==> config.mk <==
export PLATFORM = sky130hd
export DESIGN_NAME = chirp_nco_seq
export DESIGN_NICKNAME = d
export VERILOG_FILES = /design/src/rtl/chirp_nco_pkg.sv /design/src/rtl/chirp_nco_seq_fold.sv /design/src/rtl/chirp_nco_seq.sv
export SDC_FILE = /design/constraint.sdc
export NUM_CORES = 1
export LEC_CHECK = 0
export ABC_CLOCK_PERIOD_IN_PS = 3900
export CAP_MARGIN = 20
export CORE_ASPECT_RATIO = 1.25
export CORE_MARGIN = 10
export CORE_UTILIZATION = 55
export DETAILED_ROUTE_END_ITERATION = 6
export PLACE_DENSITY = 0.77
export SLEW_MARGIN = 0
export SYNTH_ARGS = -nofsm -noshare
export SYNTH_HDL_FRONTEND = slang
export SYNTH_SLANG_ARGS = --single-unit
==> constraint.sdc <==
create_clock -name clk -period 3.9 [get_ports clk]
set_clock_uncertainty 0.1 [all_clocks]
set_input_delay 0.39 -clock clk [delete_from_list [all_inputs] [get_ports clk]]
set_output_delay 0.39 -clock clk [all_outputs]
set_load 0.01 [all_outputs]
==> src/rtl/chirp_nco_pkg.sv <==
// Shared encodings for the chirp NCO sequencer: sweep modes and FSM states.
package chirp_nco_pkg;

    localparam logic [1:0] MODE_UP   = 2'd0;
    localparam logic [1:0] MODE_DOWN = 2'd1;
    localparam logic [1:0] MODE_TRI  = 2'd2;
    localparam logic [1:0] MODE_CW   = 2'd3;

    typedef enum logic [2:0] {
        ST_IDLE = 3'd0,
        ST_UP   = 3'd1,
        ST_DOWN = 3'd2,
        ST_HOLD = 3'd3,
        ST_FIN  = 3'd4
    } state_t;

    // First run state of a sweep; triangle starts on its rising half.
    function automatic state_t first_run_state(input logic [1:0] mode);
        case (mode)
            MODE_DOWN: first_run_state = ST_DOWN;
            MODE_CW:   first_run_state = ST_HOLD;
            default:   first_run_state = ST_UP;
        endcase
    endfunction

endpackage

==> src/rtl/chirp_nco_seq_fold.sv <==
// Octant fold of a phase word into a quarter-wave LUT address plus sign/swap bits.
module nco_octant_fold #(
    parameter int PW = 24,
    parameter int WA = 8
) (
    input  logic [PW-1:0] phase,
    output logic [WA-1:0] addr,
    output logic          re_sig,
    output logic          im_sig,
    output logic          sel
);

    logic [2:0]    a0_s;
    logic [WA-1:0] a1_s;

    // Odd octants run the quarter wave backwards, hence the address mirror.
    always_comb begin
        a0_s   = phase[PW-1 -: 3];
        a1_s   = phase[PW-4 -: WA];
        addr   = a0_s[0] ? ~a1_s : a1_s;
        re_sig = a0_s[2] ^ a0_s[1];
        im_sig = a0_s[2];
        sel    = a0_s[1] ^ a0_s[0];
    end

endmodule

==> src/rtl/chirp_nco_seq.sv <==
// Chirp sequencer: sweeps phase/frequency per mode and emits folded LUT addresses.
module chirp_nco_seq
    import chirp_nco_pkg::*;
#(
    parameter int PW = 24,
    parameter int WA = 8,
    parameter int LW = 16
) (
    input  logic          clk,
    input  logic          reset,
    input  logic          start,
    input  logic          abort,
    input  logic [1:0]    mode,
    input  logic [PW-1:0] f_start,
    input  logic [PW-1:0] f_step,
    input  logic [LW-1:0] n_samples,
    output logic          busy,
    output logic          valid,
    output logic          done,
    output logic [WA-1:0] addr,
    output logic          re_sig,
    output logic          im_sig,
    output logic          sel,
    output logic [PW-1:0] freq
);

    state_t        state_r, state_nxt_s;
    logic [1:0]    mode_r;
    logic [PW-1:0] f_step_r;
    logic [LW-1:0] n_r;
    logic [LW-1:0] half_r;
    logic [PW-1:0] phase_r;
    logic [PW-1:0] freq_r;
    logic [LW-1:0] cnt_r;
    logic          run_s;
    logic          last_s;
    logic          accept_s;
    logic [WA-1:0] addr_s;
    logic          re_s;
    logic          im_s;
    logic          sel_s;

    assign run_s    = (state_r == ST_UP) || (state_r == ST_DOWN) || (state_r == ST_HOLD);
    assign last_s   = (cnt_r == (n_r - LW'(1)));
    assign accept_s = (state_r == ST_IDLE) && start;

    // Next-state logic; abort outranks the last-sample exit.
    always_comb begin
        state_nxt_s = state_r;
        case (state_r)
            ST_IDLE: begin
                if (start) begin
                    if (n_samples == '0) begin
                        state_nxt_s = ST_FIN;
                    end else begin
                        state_nxt_s = first_run_state(mode);
                    end
                end else begin
                    state_nxt_s = ST_IDLE;
                end
            end
            ST_UP, ST_DOWN, ST_HOLD: begin
                if (abort) begin
                    state_nxt_s = ST_IDLE;
                end else if (last_s) begin
                    state_nxt_s = ST_FIN;
                end else if ((state_r == ST_UP) && (mode_r == MODE_TRI)
                             && (cnt_r == (half_r - LW'(1)))) begin
                    state_nxt_s = ST_DOWN;
                end else begin
                    state_nxt_s = state_r;
                end
            end
            ST_FIN:  state_nxt_s = ST_IDLE;
            default: state_nxt_s = ST_IDLE;
        endcase
    end

    // State, configuration latch and phase/frequency accumulators.
    always_ff @(posedge clk) begin
        if (reset) begin
            state_r  <= ST_IDLE;
            mode_r   <= MODE_UP;
            f_step_r <= '0;
            n_r      <= '0;
            half_r   <= '0;
            phase_r  <= '0;
            freq_r   <= '0;
            cnt_r    <= '0;
        end else begin
            state_r <= state_nxt_s;
            if (accept_s) begin
                mode_r   <= mode;
                f_step_r <= f_step;
                n_r      <= n_samples;
                half_r   <= n_samples >> 1;
                phase_r  <= '0;
                freq_r   <= f_start;
                cnt_r    <= '0;
            end else if (run_s) begin
                phase_r <= phase_r + freq_r;
                cnt_r   <= cnt_r + LW'(1);
                case (state_r)
                    ST_UP:   freq_r <= freq_r + f_step_r;
                    ST_DOWN: freq_r <= freq_r - f_step_r;
                    default: freq_r <= freq_r;
                endcase
            end else begin
                phase_r <= phase_r;
            end
        end
    end

    nco_octant_fold #(.PW(PW), .WA(WA)) u_fold (
        .phase  (phase_r),
        .addr   (addr_s),
        .re_sig (re_s),
        .im_sig (im_s),
        .sel    (sel_s)
    );

    // Output decode from registered state; sample fields are zero outside valid.
    always_comb begin
        busy   = (state_r != ST_IDLE);
        valid  = run_s;
        done   = (state_r == ST_FIN);
        if (run_s) begin
            addr   = addr_s;
            re_sig = re_s;
            im_sig = im_s;
            sel    = sel_s;
            freq   = freq_r;
        end else begin
            addr   = '0;
            re_sig = 1'b0;
            im_sig = 1'b0;
            sel    = 1'b0;
            freq   = '0;
        end
    end

endmodule

# Word level (Yosys, flattened, before mapping)
# Cells that the tools add are included.
op_classes:
  addsub: 6
  n_eq_ne: 10
  n_mux: 16
  bitwise_logic: 3
  n_reduce_logical: 13
ops:
  columns: ["operator", "n"]
  rows:
  - ["24-bit two-way mux", 3]
  - ["24-bit adder", 2]
  - ["24-bit one-hot mux with 2 select lines", 1]
  - ["16-bit equality test", 2]
  - ["24-bit subtractor", 1]
  - ["16-bit by 1-bit adder with 16-bit output, second input constant", 1]
  - ["16-bit logical NOT", 1]
  - ["8-bit two-way mux", 2]
  - ["15-bit by 1-bit subtractor with 16-bit output, second input constant", 1]
  - ["16-bit by 1-bit subtractor with 16-bit output, second input constant", 1]
  - ["3-bit two-way mux", 5]
  - ["8-bit inverter", 1]
  - ["3-bit by 2-bit equality test with 1-bit output, second input constant", 2]
  - ["3-bit one-hot mux with 2 select lines", 1]
  - ["3-bit nonzero test", 2]
  - ["2-bit equality test, second input constant", 2]
  - ["4-bit != test, second input constant", 1]
  - ["2-bit one-hot mux with 2 select lines", 1]
  - ["3-bit by 1-bit equality test with 1-bit output, second input constant", 1]
  - ["3-bit equality test, second input constant", 1]
  - ["1-bit logical AND", 3]
  - ["3-bit logical NOT", 1]
  - ["1-bit two-way mux", 3]
  - ["3-bit OR reduction", 1]
  - ["6 further kinds", 8]
word_totals:
  register_bits: 124
  output_inout_bits: 38

# Longest topological paths before layout
# Gate-level depths: netlist of run 1.
logic_depth:
  ltp_word: 7
  mapped_depth: 17

# Hierarchy
# From an unflattened synthesis of run 1, not the netlist that was laid out.
hier_totals:
  cells_unflattened: 1094
  hier_area_um2: 8210.4
by_module_without_submodules:
  columns: ["mod", "n_inst", "cells_each", "area_per_inst_um2", "seq_area_each_um2"]
  rows:
  - ["chirp_nco_seq", 1, 1082, 8104.0, 2182.1]
  - ["nco_octant_fold", 1, 12, 106.4, 0.0]

# Least setup slack after synthesis of run 1
# OpenSTA, ideal clock, no wires.
synth_path:
  path_kind: "reg-to-reg"
  startpoint: "reg state_r[1]"
  endpoint: "reg freq_r[20]"
  setup_time_ns: 0.126
  arrival_ns: 3.299
  t_required_ns: 3.674
  slack_ns: 0.374
  stages_incl_launch_ff: 14
  synth_period_minus_slack_ns: 3.526
  path_cell_list: "dfxtp_1 > clkbuf_1 > or3b_2 > clkbuf_1 > mux2i_1 > fa_1 > a21o_1 > a21oi_1 > o21ai_0 > a31oi_1 > o21ai_1 > a221oi_1 > xor2_1 > a21oi_1"
synth_via:
  elab_chain_cells: 5
  word_cells_on_any_way: 13
synth_lines:
  columns: ["item", "line", "source"]
  rows:
  - ["start: declaration", "chirp_nco_seq.sv:27", "state_t state_r, state_nxt_s;"]
  - ["start signal: assignment", "chirp_nco_seq.sv:91", "state_r <= state_nxt_s;"]
  - ["branches (longest 5 deep; another with 24-bit one-hot mux with 2 select lines)", null, null]
  - ["end signal: assignment", "chirp_nco_seq.sv:98", "freq_r <= f_start;"]
  - ["end signal: assignment", "chirp_nco_seq.sv:104", "ST_UP: freq_r <= freq_r + f_step_r;"]
  - ["end signal: assignment", "chirp_nco_seq.sv:105", "ST_DOWN: freq_r <= freq_r - f_step_r;"]
  - ["end: declaration", "chirp_nco_seq.sv:33", "logic [PW-1:0] freq_r;"]
# Several ways; the timed one is not identified. The select of a mux whose other input is x is not followed.
# A chain may end at the register's enable or synchronous reset.

# Worst setup path in the final report of run 1
layout_path:
  startpoint: "reg f_step_r[2]"
  endpoint: "reg freq_r[21]"
layout_via:
  elab_chain_cells: 4
  word_cells_on_any_way: 5
layout_lines:
  columns: ["item", "line", "source"]
  rows:
  - ["start: declaration", "chirp_nco_seq.sv:29", "logic [PW-1:0] f_step_r;"]
  - ["start signal: assignment", "chirp_nco_seq.sv:94", "f_step_r <= f_step;"]
  - ["24-bit subtractor / 24-bit adder (equally long branches)", "chirp_nco_seq.sv:105, chirp_nco_seq.sv:104", null]
  - ["24-bit one-hot mux with 2 select lines (*)", "chirp_nco_seq.sv:103", "case (state_r)"]
  - ["24-bit two-way mux (*)", "chirp_nco_seq.sv:100", "end else if (run_s) begin"]
  - ["24-bit two-way mux (*)", "chirp_nco_seq.sv:92", "if (accept_s) begin"]
  - ["end signal: assignment", "chirp_nco_seq.sv:104", null]
  - ["end signal: assignment", "chirp_nco_seq.sv:105", null]
  - ["end signal: assignment", "chirp_nco_seq.sv:106", "default: freq_r <= freq_r;"]
# Mark *: on every way between the ends. The rest lies on a longest branch, timed or not. The select of a mux whose other input is x is not followed.

==> results of run 1 <==
-- critical path: stages (launching register included) --
cell and delay [ns]:
dfxtp_1 0.36, nor4_1 0.29, buf_4 0.18, nand2_1 0.09, o41ai_2 0.26, xor2_1 0.21, ha_1 0.33, and4_1 0.21
and3_1 0.18, a211oi_1 0.34, nand3b_1 0.16, a221oi_1 0.30, o21a_1 0.17, xor2_1 0.14, o21ai_0 0.08
-- layout make-up --
cell class	instances	area share
Inverter	27	0.0105
Timing Repair Buffer	121	0.121
Clock inverter	6	0.00891
Multi-Input combinational cell	908	0.588
Clock buffer	10	0.0236
Sequential cell	109	0.225
Tap cell	178	0.0230
-- cells in the final DEF (no fill, tap or decap), drive strengths merged, types with 15 or more instances in the layout --
master / instances
a21oi: 116
a31oi: 17
and2: 28
buf: 15
clkdlybuf4s50: 106
dfxtp: 109
ha: 51
inv: 27
nand2: 173
nand3: 37
nand4: 15
nor2: 88
nor3: 27
nor4: 16
o21ai: 49
xnor2: 53
xor2: 59
-- power by group through the flow --
| stage | Clock, mW | Combinational, mW | Sequential, mW |
|---|---|---|---|
| floorplan | 0 | 1.13 | 1.29 |
| global placement | 0 | 1.49 | 1.37 |
| detailed placement | 0 | 1.50 | 1.37 |
| CTS | 1.02 | 1.51 | 1.34 |
| global route | 1.06 | 1.68 | 1.36 |
| finish | 1.01 | 1.51 | 1.35 |
-- per-layer routing --
| metal | GRT usage | part of all wire | routed length [um] |
|---|---|---|---|
| met4 | 0.114 | 0.042 | 1010 |
| met3 | 0.0460 | 0.050 | 1190 |
| met5 | 0 | 0 | 0 |
| met2 | 0.422 | 0.51 | 12300 |
| met1 | 0.254 | 0.40 | 9460 |
-- flip-flops by register name (all words and copies together) (netlist names) --
name	count
n_r	16
state_r	3
freq_r	24
cnt_r	16
phase_r	24
mode_r	2
f_step_r	24
-- repair_timing --
action	4_1_cts	5_1_grt
endpoints found under the setup margin	0	6
hold buffers	0	0
hold endpoints to repair	0	0
resized for setup	0	5
-- final timing paths --
path | to | startpoint | depth (start not counted)
max reg2reg | freq_r[21] | f_step_r[2] | 14
max | freq_r[21] | f_step_r[2] | 14
min reg2reg | phase_r[9] | phase_r[9] | 2
min | phase_r[9] | phase_r[9] | 2
-- cells by family after synthesis --
group / share of synthesized area
xor+xnor: 0.120
fa+ha+maj: 0.0826
simple gates: 0.261
flops: 0.266
buf+inv: 0.0436
compound gates: 0.208
mux: 0.0186
-- metrics by stage --
stage,setup WS (ns),utilization,total power [mW]
3_3_place_gp,0.358,0.644,2.86
3_5_place_dp,0.308,0.644,2.86
4_1_cts,0.301,0.665,3.88
2_1_floorplan,0.374,-,2.42
5_1_grt,0.0167,0.666,4.10
6_report,0.382,0.666,3.87
==> flow_summary.yaml, run 1 <==
status:
  outcome: "completed"
yosys:
  syn_area_per_cell_um2: 7.40
  synth.ff_latch_count: 109
  netlist_top_cells_count: "nand2_1, a21oi_1, dfxtp_1"
  ys_types: 69
  yosysMostFrequentCell: "nand2_1"
  yosys_warnings: 0
  synth_area_leaders: "dfxtp_1, nand2_1, ha_1"
  synth_flop_cell: "dfxtp_1"
  synth_area_leader_cell: "dfxtp_1"
  ys_seq_area_frac: 0.266
  synth_nets: 1232
  synth_top_area_frac: 0.266
  synthCells: 1109
  syn_area_um2: 8210
  synth_edf_count: 0
  async_flop_share: 0
timing:
  slew_headroom: 0.569
  rsz0062_at_grt: "no"
  tightest_slew_ns: 0.644
  setup_violations: 0
  post-route-period-util: 0.902
  tns_ns: 0
  finalHoldViolCount: 0
  max_freq_mhz: 284
  timing.hold.ws_ns: 0.358
  slew_violations: 0
  fin_crit_ns: 3.52
drt:
  vias_per_cell: 5.94
  drc: 0
  firstDrtPassIters: 4
  wl_mm: 23.9
  vias: 8074
  routedWlPerCell_um: 17.6
  drt_iter0_drc: 440
  antenna_left: 0
power:
  irDropWorstVdd_uv: 237
  powerDensity_nw_per_um2: 400
  pwr-share-seq: 0.348
  leakage_nw: 3.92
  switching_share: 0.373
  comb_power_share: 0.391
  intPower_mw: 2.43
  p_sw_mw: 1.44
  clock_power_share: 0.261
layout:
  design_area_um2: 9680
  final-seq-area_um2: 2180
  layout-drive-gt1-share: 0.0415
  fin_nets: 1299
  final_cells: 1359
  diodes: 0
  n_fill_cell: 1323
  syn_to_final_growth_pct: 18.0
  multi_input_area_um2: 5690
clocking:
  clock_sinks: 109
  path_clk_slew_ns: 0.07
  cts_setup_buffers: 0
  cts_buffer_depth: 2
  cts_made_buffers: 9
  clock-root-buffer: "clkbuf_16"
  cts_tree: "yes"
  htree_levels: 3
  insertion_delay_ns: 0.36
worst_setup_path:
  cp.arrival_ns: 3.66
  critPathRequiredTime_ns: 4.04
  critPathLaunchType: "flop"
  r2r_slack_ns: 0.38
  critical_path_peak_fanout: 7
  crit_type: "reg -> reg"
  crit_path_end_kind: "flop"
run:
  max_cap_viol_count: 0
floorplanning:
  ioPinCount: 108
  row_count: 49
  die_y_um: 157
  die-area_um2: 20200
  start_util: 0.565
  core_area_um2: 14500
  dieWidth_um: 129
place:
  place_inst: 1343
  post_dp_cell_area_um2: 9350
  gp_congestion: 0.938
  dp_hpwl_mm: 18.1
  port_buffers: 107
global_route:
  grt_usage: 0.234
  antenna_found_initial: 0
  grt_pass1_wl_mm: 38.4
  grt_max_degree: 56
  grt-ovfl-total: 0
  grt_pass1_vias: 7821
worst_hold_path:
  hold_path_class: "reg -> reg"
(Power assumes the default switching activity.)
==> inputs of run 2 (changes only) <==
CORE_UTILIZATION = 44   (was 55)
CTS_CLUSTER_DIAMETER = 50   (was not set)
PLACE_DENSITY = 0.63   (was 0.77)
==> run 2 against run 1 <==
Worst hold slack better by 0.0011 ns; critical endpoint unchanged; non-clock buffer count is 3 higher; register-to-register slack worse by 0.098 ns; critical path depth stayed put; sequential share of layout area is 0.18 points lower; die area is 21% higher; setup slack worse by 0.098 ns; sequential power hardly changed; power is 1.1% lower.
==> flow_summary.yaml, run 2 (same netlist as run 1, synthesis figures left out) <==
clocking:
  path_clk_slew_ns: 0.08
  cts_tree: "yes"
  clock-root-buffer: "clkbuf_16"
  cts_buffer_depth: 2
  cts_made_buffers: 9
  cts_hold_buf: 0
  insertion_delay_ns: 0.36
  cts_setup_buffers: 0
  htree_levels: 3
  clock_sinks: 109
  cts_resized: 0
power:
  switching_share: 0.377
  p_sw_mw: 1.44
  clock_power_share: 0.253
  leakage_nw: 3.92
  irDropWorstVdd_uv: 225
  intPower_mw: 2.38
  comb_power_share: 0.395
  pwr-share-seq: 0.352
  powerDensity_nw_per_um2: 392
global_route:
  grt_use_met3: 0.0387
  grt_max_degree: 61
  grt_pass1_wl_mm: 39.3
  gr-usage-met1: 0.219
  gr-usage-met2: 0.346
  grt-ovfl-total: 0
  grt_pass1_vias: 7624
  antenna_found_initial: 0
  grt_usage: 0.193
  top_usage_layer: "met2"
worst_setup_path:
  r2r-end: "freq_r[21]"
  r2r_slack_ns: 0.28
  worstReg2RegStart: "f_step_r[2]"
  critPathRequiredTime_ns: 4.04
  crit_start: "f_step_r[2]"
  crit_type: "reg -> reg"
  reg2reg_depth: 14
  critical_path_peak_fanout: 7
  critPathLaunchType: "flop"
  endpoint: "freq_r[21]"
  crit_path_end_kind: "flop"
  cp.arrival_ns: 3.76
timing:
  post-route-period-util: 0.927
  finalHoldViolCount: 0
  fin_crit_ns: 3.62
  slew_headroom: 0.517
  slew_violations: 0
  setup_violations: 0
  tns_ns: 0
  tightest_slew_ns: 0.723
  rsz0062_at_grt: "no"
  setup_ws_ns: 0.283
  max_freq_mhz: 277
drt:
  vias: 7948
  vias_per_cell: 5.63
  drc: 0
  wl_mm: 24.6
  routedWlPerCell_um: 17.4
  drt_iter0_drc: 394
  firstDrtPassIters: 6
  antenna_left: 0
layout:
  layout-drive-gt1-share: 0.0439
  multi_input_area_um2: 5690
  diodes: 0
  final_cells: 1412
  syn_to_final_growth_pct: 18.9
  fin_util: 0.535
  final_cell_mix: "nand2_1, a21oi_1, dfxtp_1, clkdlybuf4s50_1, nor2_1"
  fin_nets: 1302
  n_fill_cell: 1816
  final-seq-area_um2: 2180
  reg_top3: "f_step_r x24, freq_r x24, phase_r x24"
  layout_commonest_cell: "nand2_1"
floorplanning:
  ioPinCount: 108
  row_count: 55
  die-area_um2: 24500
  die_y_um: 173
  start_util: 0.450
  dieWidth_um: 142
  core_area_um2: 18200
place:
  gp_congestion: 0.905
  port_buffers: 107
  dp_hpwl_mm: 19.0
  place_inst: 1396
  place_ws_ns: 0.190
status:
  outcome: "completed"
worst_hold_path:
  hold_path_class: "reg -> reg"
run:
  max_cap_viol_count: 0
==> run 2: per-layer routing <==
metal | wire (um) | share of wire
met1 | 10200 | 0.41
met2 | 12900 | 0.52
met3 | 902 | 0.037
met4 | 683 | 0.028
met5 | 0 | 0
==> run 2: power groups by stage <==
| stage | logic [mW] | clock network, mW | registers [mW] |
|---|---|---|---|
| after floorplan | 1.13 | 0 | 1.29 |
| after global placement | 1.51 | 0 | 1.37 |
| after detailed placement | 1.51 | 0 | 1.37 |
| after CTS | 1.52 | 0.990 | 1.35 |
| after global routing | 1.68 | 1.05 | 1.36 |
| final | 1.51 | 0.970 | 1.35 |
==> run 2: area by class of cell <==
cell class	count	share of cell area
clock inverter	6	0.00718
sequential	109	0.224
clock buffer	10	0.0245
tap	228	0.0292
timing repair buffer	124	0.122
multi-input combinational	908	0.583
inverter	27	0.0104
==> run 2: through the flow <==
stage	hold WS, ns	cell area [um2]	total power [mW]
floorplan	0.336	8210	2.42
detailed placement	0.350	9450	2.88
finish	0.359	9760	3.83
CTS	0.361	9750	3.86
global route	0.378	9760	4.08
global placement	0.345	9450	2.88
==> run 2: critical path: stages (launching register included) <==
cell	delay, ns
dfxtp_1	0.36
nor4_1	0.33
buf_4	0.19
nand2_1	0.06
o41ai_1	0.31
xor2_1	0.22
ha_1	0.32
and4_1	0.20
and3_1	0.18
a211oi_1	0.38
nand3b_1	0.17
a221oi_1	0.29
o21a_1	0.16
xor2_1	0.14
o21ai_0	0.08
==> run 2: worst min-delay path by stage <==
stage	startpoint	depth (start not counted)	slack, ns	endpoint
2_1_floorplan	phase_r[11]	2	0.34	phase_r[11]
3_3_place_gp	phase_r[9]	2	0.35	phase_r[9]
3_5_place_dp	phase_r[4]	2	0.35	phase_r[4]
4_1_cts	phase_r[4]	2	0.36	phase_r[4]
5_1_grt	phase_r[7]	2	0.38	phase_r[7]
6_report	phase_r[5]	2	0.36	phase_r[5]
==> inputs of run 3 (changes only) <==
ABC_CLOCK_PERIOD_IN_PS = 3300   (was 3900)
PLACE_DENSITY = 0.66   (was 0.63)
clock period = 3.3 ns   (was 3.9 ns; I/O delays follow)
==> run 3 against run 2 <==
The run now ends with setup timing left; combinational power grew 37%; sequential cell count unchanged; clock power up 27%; register-to-register slack got worse by 0.29 ns; wire length increased by 3.5%; non-clock buffer count is 50 higher.
==> flow_summary.yaml, run 3 (same netlist as run 1, synthesis figures left out) <==
worst_setup_path:
  critPathRequiredTime_ns: 3.42
  r2r-end: "freq_r[23]"
  worstReg2RegStart: "f_step_r[5]"
  r2r_slack_ns: -0.01
  reg2reg_depth: 16
  critical_path_peak_fanout: 5
  cp.arrival_ns: 3.43
  crit_path_end_kind: "flop"
  crit_start: "f_step_r[5]"
  crit_type: "reg -> reg"
  endpoint: "freq_r[23]"
  critPathLaunchType: "flop"
global_route:
  grt_pass1_vias: 8197
  antenna_found_initial: 0
  grt-ovfl-total: 0
  grt_pass1_wl_mm: 40.6
  grt_usage: 0.200
  grt_max_degree: 61
place:
  port_buffers: 107
  gp_congestion: 0.952
  place_inst: 1440
  dp_hpwl_mm: 19.6
power:
  irDropWorstVdd_uv: 304
  leakage_nw: 4.24
  powerDensity_nw_per_um2: 470
drt:
  vias_per_cell: 5.65
  routedWlPerCell_um: 17.4
  vias: 8262
  antenna_left: 0
  firstDrtPassIters: 5
  wl_mm: 25.5
  drt_iter0_drc: 358
  drc: 0
worst_hold_path:
  holdPathStages: 4
  hold_path_class: "in -> reg"
timing:
  finalHoldViolCount: 0
  post-route-period-util: 1.00
  rsz0062_at_grt: "yes"
  slew_headroom: 0.439
  slew_violations: 0
  setup_ws_ns: -0.0109
  tns_ns: -0.0109
  max_freq_mhz: 302
  fin_crit_ns: 3.31
  setup_violations: 1
  tightest_slew_ns: 0.839
layout:
  layout-drive-gt1-share: 0.109
  syn_to_final_growth_pct: 26.5
  diodes: 0
  final_cells: 1462
  reg_top3: "f_step_r x24, freq_r x24, phase_r x24"
  final_cell_mix: "nand2_1, a21oi_1, dfxtp_1, clkdlybuf4s50_1, nor2_1"
  fin_nets: 1352
  layout_commonest_cell: "nand2_1"
clocking:
  htree_levels: 3
  insertion_delay_ns: 0.37
  cts_hold_buf: 0
  cts_tree: "yes"
  cts_buffer_depth: 2
  clock_sinks: 109
  clock-root-buffer: "clkbuf_16"
  path_clk_slew_ns: 0.08
  cts_made_buffers: 9
floorplanning:
  ioPinCount: 108
  die_y_um: 173
  die-area_um2: 24500
  start_util: 0.450
  row_count: 55
  dieWidth_um: 142
  core_area_um2: 18200
status:
  violations: "setup timing"
  outcome: "complete, but fails checks"
run:
  max_cap_viol_count: 0
-- run 3: cell types whose count changed in the layout (fill, tap and decap cells not counted), moves of 3 or more --
cell,previous run,this run
a21oi_2,0,4
o21ai_0,45,39
o21ai_2,0,4
buf_4,17,66
o41ai_1,4,1
a21oi_1,116,111
-- run 3: worst min-delay path by stage --
stage,from,to,slack [ns]
finish,reset,phase_r[17],0.33
global route,phase_r[11],phase_r[11],0.38
CTS,reset,phase_r[17],0.32
detailed placement,phase_r[6],phase_r[6],0.35
global placement,phase_r[4],phase_r[4],0.34
floorplan,phase_r[11],phase_r[11],0.34
-- run 3: stage by stage --
step | util | setup WS, ns | instance area [um2] | hold WS (ns) | power, mW
after floorplan | - | -0.0147 | 8250 | 0.336 | 2.88
after global placement | 0.538 | -0.00498 | 9810 | 0.344 | 3.54
after detailed placement | 0.538 | -0.0386 | 9810 | 0.351 | 3.55
after CTS | 0.557 | 0.000848 | 10200 | 0.324 | 4.79
after global routing | 0.569 | -0.229 | 10400 | 0.380 | 5.18
final | 0.569 | -0.0109 | 10400 | 0.330 | 4.88
-- run 3: worst max-delay path, stage by stage, from the launching register on --
cell,delay [ns]
dfxtp_2,0.34
nor4_4,0.26
buf_4,0.18
nand2_4,0.06
o41ai_4,0.30
xor2_1,0.11
ha_1,0.35
and4_4,0.25
and3_4,0.18
a211oi_2,0.03
buf_4,0.15
buf_4,0.13
a21oi_4,0.14
o21ai_2,0.10
o31ai_2,0.26
xnor2_1,0.15
o22ai_1,0.08
-- run 3: routing by layer --
metal  part of all wire  track usage  vias to the layer above
met1               0.39        0.217                     3855
li1                   -            -                     4169
met2               0.53        0.363                      193
met4              0.031       0.0802                        0
met5                  0            0                        -
met3              0.052       0.0436                       45
-- run 3: report_power, final --
group          switching [mW]  total, mW  internal (mW)
clock                   0.539       1.23          0.692
combinational            1.11       2.07          0.951
sequential              0.157       1.58           1.42
-- run 3: final cells by class --
type / instances / area, um2
flip-flops and latches: 109 / 2180
well taps: 228 / 285
clock buffers: 10 / 239
clock inverters: 6 / 93.8
repair buffers: 174 / 1570
multi-input cells: 908 / 5900
inverters: 27 / 101
fillers: 1738 / 7860
-- run 3: timing repair --
item	in CTS	in global routing
endpoints found under the hold margin	0	0
resized for setup	5	39
pin swaps	0	26
cloned	0	0
setup buffers	0	6
endpoints found under the setup margin	4	14
